$ cat config.mk
export PLATFORM = sky130hd
export DESIGN_NAME = traffic_phase_sequencer
export DESIGN_NICKNAME = d
export VERILOG_FILES = /design/src/rtl/tl_pkg.sv /design/src/rtl/req_sync.sv /design/src/rtl/traffic_phase_sequencer.sv
export SDC_FILE = /design/constraint.sdc
export NUM_CORES = 1
export LEC_CHECK = 0
export BUFFER_PORTS_ARGS = -buffer_cell sky130_fd_sc_hd__clkbuf_2
export CORE_MARGIN = 2
export CORE_UTILIZATION = 50
export CTS_CLUSTER_DIAMETER = 80
export CTS_CLUSTER_SIZE = 8
export DETAILED_ROUTE_END_ITERATION = 12
export GPL_ROUTABILITY_DRIVEN = 0
export PLACE_DENSITY_LB_ADDON = 0.15
export SYNTH_ARGS = -nofsm -noshare
export SYNTH_HDL_FRONTEND = slang
export SYNTH_HIERARCHICAL = 1
export SYNTH_SLANG_ARGS = --single-unit
$ cat constraint.sdc
create_clock -name clk -period 1.83 [get_ports clk]
set_input_delay 0.366 -clock clk [delete_from_list [all_inputs] [get_ports clk]]
set_output_delay 0.366 -clock clk [all_outputs]
set_load 0.01 [all_outputs]
$ cat src/rtl/tl_pkg.sv
// rtl/tl_pkg.sv - shared state, interval-code and lamp definitions for the intersection
package tl_pkg;

    typedef enum logic [3:0] {
        ST_INIT        = 4'd0,
        ST_MAIN_GREEN  = 4'd1,
        ST_MAIN_YELLOW = 4'd2,
        ST_ALL_RED_A   = 4'd3,
        ST_WALK        = 4'd4,
        ST_SIDE_GREEN  = 4'd5,
        ST_SIDE_YELLOW = 4'd6,
        ST_ALL_RED_B   = 4'd7
    } state_e;

    typedef enum logic [1:0] {
        IV_BASE   = 2'b00,
        IV_EXT    = 2'b01,
        IV_YEL    = 2'b10,
        IV_ALLRED = 2'b11
    } interval_e;

    localparam logic [2:0] LAMP_R = 3'b100;
    localparam logic [2:0] LAMP_Y = 3'b010;
    localparam logic [2:0] LAMP_G = 3'b001;

endpackage

$ cat src/rtl/req_sync.sv
// rtl/req_sync.sv - multi-flop synchroniser for an asynchronous request, level or rising-edge output
module req_sync #(
    parameter int STAGES  = 2,
    parameter bit RISE_EN = 1'b0
) (
    input  logic clk,
    input  logic rst_n,
    input  logic async_i,
    output logic req_o
);

    logic [STAGES-1:0] sync_q;

    always_ff @(posedge clk or negedge rst_n) begin
        if (!rst_n) begin
            sync_q <= '0;
        end else begin
            sync_q <= {sync_q[STAGES-2:0], async_i};
        end
    end

    generate
        if (RISE_EN) begin : g_rise
            logic prev_q;
            always_ff @(posedge clk or negedge rst_n) begin
                if (!rst_n) begin
                    prev_q <= 1'b0;
                end else begin
                    prev_q <= sync_q[STAGES-1];
                end
            end
            assign req_o = sync_q[STAGES-1] & ~prev_q;
        end else begin : g_level
            assign req_o = sync_q[STAGES-1];
        end
    endgenerate

endmodule

$ cat src/rtl/traffic_phase_sequencer.sv
// rtl/traffic_phase_sequencer.sv - intersection master FSM driving the phase timer and lamps
module traffic_phase_sequencer
    import tl_pkg::*;
#(
    parameter int SYNC_STAGES = 2,
    parameter bit WALK_EN     = 1'b1
) (
    input  logic       clk,
    input  logic       Reset_n,
    input  logic       sensor,
    input  logic       walk_btn,
    input  logic       expired,
    output logic [1:0] interval_sel,
    output logic       start_timer,
    output logic [2:0] main_lamp,
    output logic [2:0] side_lamp,
    output logic       walk_lamp
);

    state_e    state_q, state_d;
    interval_e interval_q, interval_d;
    logic [2:0] main_q, main_d, side_q, side_d;
    logic       walk_lamp_q, walk_lamp_d;
    logic       sensor_l_q, sensor_l_d, walk_l_q, walk_l_d;
    logic       ext_used_q, ext_used_d;
    logic       arm_q, arm_d, start_q;
    logic [1:0] blank_q, blank_d;
    logic       rearm, extend, accept, enter_sg, enter_walk;
    logic       sensor_s, walk_rise;

    req_sync #(.STAGES(SYNC_STAGES), .RISE_EN(1'b0)) u_sensor_sync (
        .clk     (clk),
        .rst_n   (Reset_n),
        .async_i (sensor),
        .req_o   (sensor_s)
    );

    req_sync #(.STAGES(SYNC_STAGES), .RISE_EN(1'b1)) u_walk_sync (
        .clk     (clk),
        .rst_n   (Reset_n),
        .async_i (walk_btn),
        .req_o   (walk_rise)
    );

    // Expiry is only honoured once the timer has been started and has had time to load.
    assign accept = expired && !arm_q && !start_q && (blank_q == 2'd0);

    always_ff @(posedge clk or negedge Reset_n) begin
        if (!Reset_n) begin
            state_q     <= ST_INIT;
            interval_q  <= IV_ALLRED;
            main_q      <= LAMP_R;
            side_q      <= LAMP_R;
            walk_lamp_q <= 1'b0;
            sensor_l_q  <= 1'b0;
            walk_l_q    <= 1'b0;
            ext_used_q  <= 1'b0;
            arm_q       <= 1'b1;
            start_q     <= 1'b0;
            blank_q     <= 2'd0;
        end else begin
            state_q     <= state_d;
            interval_q  <= interval_d;
            main_q      <= main_d;
            side_q      <= side_d;
            walk_lamp_q <= walk_lamp_d;
            sensor_l_q  <= sensor_l_d;
            walk_l_q    <= walk_l_d;
            ext_used_q  <= ext_used_d;
            arm_q       <= arm_d;
            start_q     <= arm_q;
            blank_q     <= blank_d;
        end
    end

    always_comb begin
        state_d = state_q;
        rearm   = 1'b0;
        extend  = 1'b0;
        case (state_q)
            ST_INIT:        if (accept) state_d = ST_MAIN_GREEN;
            ST_MAIN_GREEN:  if (accept) begin
                                if (sensor_l_q || walk_l_q) state_d = ST_MAIN_YELLOW;
                                else                        rearm   = 1'b1;
                            end
            ST_MAIN_YELLOW: if (accept) state_d = ST_ALL_RED_A;
            ST_ALL_RED_A:   if (accept) state_d = (walk_l_q && WALK_EN) ? ST_WALK : ST_SIDE_GREEN;
            ST_WALK:        if (accept) state_d = sensor_l_q ? ST_SIDE_GREEN : ST_ALL_RED_B;
            ST_SIDE_GREEN:  if (accept) begin
                                if (sensor_s && !ext_used_q) begin
                                    rearm  = 1'b1;
                                    extend = 1'b1;
                                end else begin
                                    state_d = ST_SIDE_YELLOW;
                                end
                            end
            ST_SIDE_YELLOW: if (accept) state_d = ST_ALL_RED_B;
            ST_ALL_RED_B:   if (accept) state_d = ST_MAIN_GREEN;
            default:        state_d = ST_INIT;
        endcase
    end

    assign enter_sg   = (state_d == ST_SIDE_GREEN) && (state_q != ST_SIDE_GREEN);
    assign enter_walk = (state_d == ST_WALK) && (state_q != ST_WALK);

    // Setting a latch takes priority over clearing it so a request arriving on entry is kept.
    assign sensor_l_d = sensor_s | (sensor_l_q & ~enter_sg);
    assign walk_l_d   = WALK_EN & (walk_rise | (walk_l_q & ~enter_walk));
    assign ext_used_d = extend ? 1'b1 : (enter_sg ? 1'b0 : ext_used_q);
    assign arm_d      = (state_d != state_q) | rearm;
    assign blank_d    = start_q ? 2'd2 : ((blank_q != 2'd0) ? blank_q - 2'd1 : 2'd0);

    always_comb begin
        interval_d  = IV_ALLRED;
        main_d      = LAMP_R;
        side_d      = LAMP_R;
        walk_lamp_d = 1'b0;
        case (state_d)
            ST_MAIN_GREEN:  begin interval_d = IV_BASE; main_d = LAMP_G; end
            ST_MAIN_YELLOW: begin interval_d = IV_YEL;  main_d = LAMP_Y; end
            ST_WALK:        begin interval_d = IV_BASE; walk_lamp_d = WALK_EN; end
            ST_SIDE_GREEN:  begin
                                interval_d = ext_used_d ? IV_EXT : IV_BASE;
                                side_d     = LAMP_G;
                            end
            ST_SIDE_YELLOW: begin interval_d = IV_YEL;  side_d = LAMP_Y; end
            default:        ;
        endcase
    end

    assign interval_sel = interval_q;
    assign start_timer  = start_q;
    assign main_lamp    = main_q;
    assign side_lamp    = side_q;
    assign walk_lamp    = walk_lamp_q;

endmodule
=== Word-level counts from Yosys, hierarchy flattened ===
Index checks and enable logic that the tools add are counted.

* Add/sub/neg operators: 1
* Multiply operators: 0
* Divide/modulo/power cells: 0
* Order comparisons: 0
* Eq/ne operators: 15
* Shift-type cells: 0
* Muxes and demuxes: 27
* Bitwise operators: 9
* Reductions and logical operators: 16

{| class="wikitable"
|+ Operator list
! operator !! number
|-
| $mux 4 || 9
|-
| $eq 4x3->1 const B || 7
|-
| $pmux 4 s7 || 1
|-
| $eq 4x2->1 const B || 3
|-
| $pmux 3 s2 || 2
|-
| $mux 1 || 10
|-
| $eq 4x1->1 const B || 2
|-
| $ne 4x3->1 const B || 2
|-
| $logic_and 1x1->1 || 6
|-
| $mux 2 || 3
|-
| $pmux 2 s3 || 1
|-
| $reduce_or 2->1 || 3
|-
| $logic_not 4->1 || 1
|-
| $ne 4x4->1 || 1
|-
| $and 1x1->1 || 3
|-
| $logic_not 1->1 || 3
|-
| $not 1->1 || 3
|-
| $or 1x1->1 || 3
|-
| $logic_not 2->1 || 1
|-
| $pmux 1 s2 || 1
|-
| $reduce_bool 2->1 || 1
|-
| $sub 2x1->2 const B || 1
|-
| $logic_or 1x1->1 || 1
|}

* Bits in registers: 25
* Latch bits: 0
* Bits in writable memories: 0
* Bits in read-only memories: 0
* Bits of input ports: 5
* Output and inout bits: 10
* Memories: 0

=== Logic depth before layout (Yosys ltp) ===
* Word-level depth: 12
* Mapped depth: 7

=== By module ===
Netlist, hierarchy kept.

{| class="wikitable"
|+ Modules (own cells, without submodules)
! module !! instances !! cells an instance !! area an instance (µm²) !! sequential area each (µm²)
|-
| traffic_phase_sequencer || 1 || 100 || 1,071.0 || 506.7
|-
| req_sync (u_walk_sync) || 1 || 4 || 88.8 || 75.1
|-
| req_sync (u_sensor_sync) || 1 || 2 || 50.0 || 50.0
|}

=== Worst setup path before layout ===
Ideal clock, no wire load.

* Kind: flip-flop to flip-flop
* From: reg start_q, in the netlist start_timer
* To: reg main_q[2], in the netlist main_lamp[2]
* Library setup time: 0.082 ns
* Data arrival time: 1.743 ns
* Path slack: 0.005 ns
* Stages on the path, launching flop included: 6
* Period minus slack after synthesis: 1.825 ns
* Path through: dfrtp_1 -> or4b_4 -> nor2_8 -> a22oi_4 -> o21a_4 -> a211o_1

* Word-level cells in the longest chain between the ends: 7

{| class="wikitable"
|+ RTL lines
! what !! RTL line !! RTL
|-
| start: declaration || traffic_phase_sequencer.sv:26 || <nowiki>logic arm_q, arm_d, start_q;</nowiki>
|-
| start signal: assignment || traffic_phase_sequencer.sv:71 || <nowiki>start_q <= arm_q;</nowiki>
|-
| $logic_not 1->1 * || traffic_phase_sequencer.sv:46 || <nowiki>assign accept = expired && !arm_q && !start_q && (blank_q == 2'd0);</nowiki>
|-
| $logic_and 1x1->1 * (2 in series) || traffic_phase_sequencer.sv:46 ||
|-
| $mux 4 (tied with other cells) || traffic_phase_sequencer.sv:81, traffic_phase_sequencer.sv:98 ||
|-
| $pmux 4 s7 * || traffic_phase_sequencer.sv:80 || <nowiki>case (state_q)</nowiki>
|-
| $eq 4x2->1 / $eq 4x1->1 (equally long branches) || traffic_phase_sequencer.sv:118 || <nowiki>case (state_d)</nowiki>
|-
| $pmux 3 s2 * || traffic_phase_sequencer.sv:118 ||
|-
| net main_d[2] || traffic_phase_sequencer.sv:22 || <nowiki>logic [2:0] main_q, main_d, side_q, side_d;</nowiki>
|-
| end signal: assignment || traffic_phase_sequencer.sv:64 || <nowiki>main_q <= main_d;</nowiki>
|-
| end: declaration || traffic_phase_sequencer.sv:22 ||
|}

Mark *: on every way through the listed nets, which the timed path passes. The rest lies on a longest branch.

=== Final worst setup path ===
* From: reg start_q, in the netlist start_timer
* To: reg ext_used_q

* Word-level cells in the longest chain between the ends: 9

{| class="wikitable"
|+ RTL lines
! what !! RTL line !! RTL
|-
| $logic_not 1->1 * || traffic_phase_sequencer.sv:46 ||
|-
| $logic_and 1x1->1 * (2 in series) || traffic_phase_sequencer.sv:46 ||
|-
| $mux 4 (tied with other cells) || traffic_phase_sequencer.sv:81, traffic_phase_sequencer.sv:98 ||
|-
| $pmux 4 s7 || traffic_phase_sequencer.sv:80 ||
|-
| $eq 4x3->1 || traffic_phase_sequencer.sv:103 || <nowiki>assign enter_sg = (state_d == ST_SIDE_GREEN) && (state_q != ST_SIDE_GREEN);</nowiki>
|-
| $logic_and 1x1->1 || traffic_phase_sequencer.sv:103 ||
|-
| $mux 1 || traffic_phase_sequencer.sv:109 || <nowiki>assign ext_used_d = extend ? 1'b1 : (enter_sg ? 1'b0 : ext_used_q);</nowiki>
|-
| $mux 1 * || traffic_phase_sequencer.sv:109 ||
|-
| net ext_used_d || traffic_phase_sequencer.sv:25 || <nowiki>logic ext_used_q, ext_used_d;</nowiki>
|-
| end signal: assignment || traffic_phase_sequencer.sv:69 || <nowiki>ext_used_q <= ext_used_d;</nowiki>
|-
| end: declaration || traffic_phase_sequencer.sv:25 ||
|}

Marked as above.

==> summary.txt <==
Outcome
  • Outcome: finished, violations left
  • Failing checks: setup timing

Critical path
  • Startpoint types: flop
  • Buffers and inverters on the worst path: 0
  • Worst-path maximum fanout: 5
  • Slowest stage delay, CP: 0.60 ns
  • Worst Setup Path Type: flop to flop
  • Crit-path slowest cell: or4b_4
  • Crit end category: flop
  • WP data required: 2.08 ns
  • Worst-path cell chain: or4b_4 -> o311ai_4 -> a21boi_2 -> nor3b_2 -> a21oi_1
  • CP arrival: 2.12 ns
  • Critical path's top delay family: compound AO/OA/AOI/OAI gates

Clocking
  • CTS HTree Levels: 1
  • Clk_lat worst skew: 0.32 ns
  • Reg clk slew, reported paths: 0.14 ns
  • Max Root-Sink Buffers: 2
  • Root Buffer: clkbuf_4
  • CTS tree: yes
  • Setup bufs post-CTS: 0
  • Clock tree sinks: 25
  • Num CTS Buffers: 3

Layout
  • Area Overhead vs Synth: 23.7%
  • Ant. Diodes: 0
  • Register Area: 632 um2
  • Final Core Density: 66.4%
  • Share of layout cells above drive strength 1: 44.9%
  • Area of the multi-input gates: 564 um2
  • # fillers: 185
  • Nets: 144
  • Post-route cell area: 1500 um2

Yosys
  • Ys flop type: dfrtp_1
  • EDFF count, synth: 0
  • Syn_nets: 111
  • Post-synthesis cell area: 1210 um2
  • Area share of the largest cell type after synthesis: 41.4%
  • Synth Instances: 106
  • Seq/Total Area, Yosys: 52.2%
  • Cell variety after synth: 47
  • Area contributors post-synth: dfrtp_1, dfstp_2, o21ai_0
  • Synth Register Bits: 25
  • Synth warnings: 6
  • Avg Cell Area, Syn: 11.4 um2
  • Post-synth ARST share: 100%
  • Cell accounting for the most synthesized area: dfrtp_1

Die
  • # IOs: 15
  • Die Area: 2830 um2
  • Floorplan Core Area: 2250 um2
  • Starting Density: 53.7%
  • # rows: 17
  • Die Width: 53.2 um
  • Height of the die: 53.2 um

STA
  • RSZ-0062 raised after global routing: yes
  • Final hold slack: 0.0262 ns
  • Final worst slack: -0.0384 ns
  • Final hold viol count: 0
  • Setup violators final: 4
  • Headroom to the max-slew limit: 58.6%
  • Skew final: 0.00763 ns
  • Final Max Slew Viols: 0
  • Final period util: 102%
  • Setup TNS: -0.0902 ns
  • Final critical-path required period: 1.87 ns
  • FMAX: 535 MHz
  • Worst-margin pin slew: 0.621 ns

Detailed routing
  • Iter 0 DRT Violations: 34
  • ANT nets after route: 0
  • Routed vias: 945
  • Via/cell ratio: 5.69
  • Routed WL: 2560 um
  • Avg WL per Cell: 15.4 um
  • # DRC: 0
  • Drt pass-1 iters: 4

Global route
  • Initial antenna violation count: 0
  • Total track usage: 21.5%
  • First-pass GRT wire length: 4350 um
  • Pin count of the biggest net entering global routing: 26
  • Vias in the first global route: 951
  • Total congestion overflow: 0

Run
  • Maxcap violations: 0

Placement
  • I/O Buffers: 14
  • Dpl hpwl: 1880 um
  • Placed Area: 1430 um2

Power
  • Pleak: 0.704 nW
  • VDD IR-drop max: 0.520 mV
  • Total chip power: 0.928 mW
  • Cell Pwr Density: 620 nW/um2

Hold path
  • Tightest Hold Check Type: input pin to async pin
## logic make-up (layout without fill, tap and decap cells)
logic type / Yosys count / in the layout / share of synthesized area [%]
muxes: 1 / 1 / 0.827
AOI/OAI and AO/OA: 32 / 32 / 21.9
buffers and inverters: 12 / 44 / 4.55
DFF: 25 / 25 / 52.2
xor gates and xnor gates: 1 / 1 / 0.724
other: 1 / 1 / 0.310
and+or+nand+nor: 34 / 34 / 19.4
## worst reg2reg max path: stages (launching register included)
cell,delay (ns)
dfrtp_1,0.44
or4b_4,0.60
o311ai_4,0.30
a21boi_2,0.22
nor3b_2,0.07
a21oi_1,0.16
## worst paths after layout
check                                                start                                end  slack [ns]  cells after the start
max                                  start_timer$_DFF_PN0_               ext_used_q$_DFF_PN0_       -0.04                      5
min                                                Reset_n             main_lamp[0]$_DFF_PN0_        0.03                      1
max reg2reg                          start_timer$_DFF_PN0_               ext_used_q$_DFF_PN0_       -0.04                      5
min reg2reg                u_walk_sync/sync_q[0]$_DFF_PN0_    u_walk_sync/sync_q[1]$_DFF_PN0_        0.37                      0
max in group asynchronous                          Reset_n  u_sensor_sync/sync_q[1]$_DFF_PN0_        1.40                      1
min in group clk                                  walk_btn    u_walk_sync/sync_q[0]$_DFF_PN0_        0.14                      1
## per-layer routing
| layer | vias to the layer above | global-route usage, % | share of wire [%] |
|---|---|---|---|
| met5 | - | 0 | 0 |
| met4 | 0 | 5.56 | 1.1 |
| met3 | 4 | 3.39 | 4.0 |
| met2 | 29 | 34.6 | 48 |
| met1 | 469 | 30.3 | 47 |
| li1 | 443 | - | - |
## sequential cells by signal (all words and copies together) (netlist names)
| register | flops |
|---|---|
| walk_lamp | 1 |
| u_walk_sync/g_rise.prev_q | 1 |
| state_q | 4 |
| ext_used_q | 1 |
| u_sensor_sync/sync_q | 2 |
| start_timer | 1 |
| blank_q | 2 |
| interval_sel | 2 |
| walk_l_q | 1 |
| sensor_l_q | 1 |
| u_walk_sync/sync_q | 2 |
| arm_q | 1 |
| main_lamp | 3 |
| side_lamp | 3 |
## stage by stage
stage	worst slack, ns	std cells
2_1_floorplan	0.00527	106
3_3_place_gp	-0.0262	162
3_5_place_dp	-0.0549	162
4_1_cts	-0.0302	166
5_1_grt	-0.118	166
6_report	-0.0384	166
## placed cells by master, fill, tap and decap left out, types with 2 or more instances in the layout
| master | instances |
|---|---|
| a31oi_1 | 2 |
| clkbuf_4 | 3 |
| nor3_2 | 2 |
| nand2b_1 | 3 |
| nand2_1 | 5 |
| clkbuf_2 | 14 |
| inv_1 | 8 |
| nand3_2 | 2 |
| nor2_1 | 7 |
| a21oi_1 | 5 |
| buf_4 | 18 |
| o21ai_0 | 5 |
| dfrtp_1 | 20 |
| dfstp_2 | 5 |
## where the power goes
part / leakage (nW) / internal [mW] / total, mW / switching [mW]
combinational: 0.389 / 0.0374 / 0.0863 / 0.0489
sequential: 0.301 / 0.572 / 0.588 / 0.0158
clock: 0.0139 / 0.0836 / 0.254 / 0.171
total: 0.704 / 0.693 / 0.928 / 0.236
## cell usage after synthesis (all sizes together), types with 2 or more instances
cell,count
a21o,2
o21ai,7
nand2,5
dfstp,5
nand3,3
a31oi,2
a21oi,5
o211ai,2
nand2b,3
nor3,3
dfrtp,20
buf,4
inv,8
nor4,2
nor2,9
nor3b,2
## final cells by class
cell class	instances	share of cell area, %
clock inverter	1	0.502
tap	28	2.34
timing repair buffer	32	13.7
multi-input combinational	69	37.7
sequential	25	42.2
clock buffer	3	1.51
inverter	8	2.01
## repair_timing
item                                    in CTS  in global routing
hold buffers                                 0                  0
pin swaps                                    2                  2
endpoints found under the setup margin       7                 10
gates resized for setup                      4                  5
Note: power is estimated with default switching activity, not from simulation.
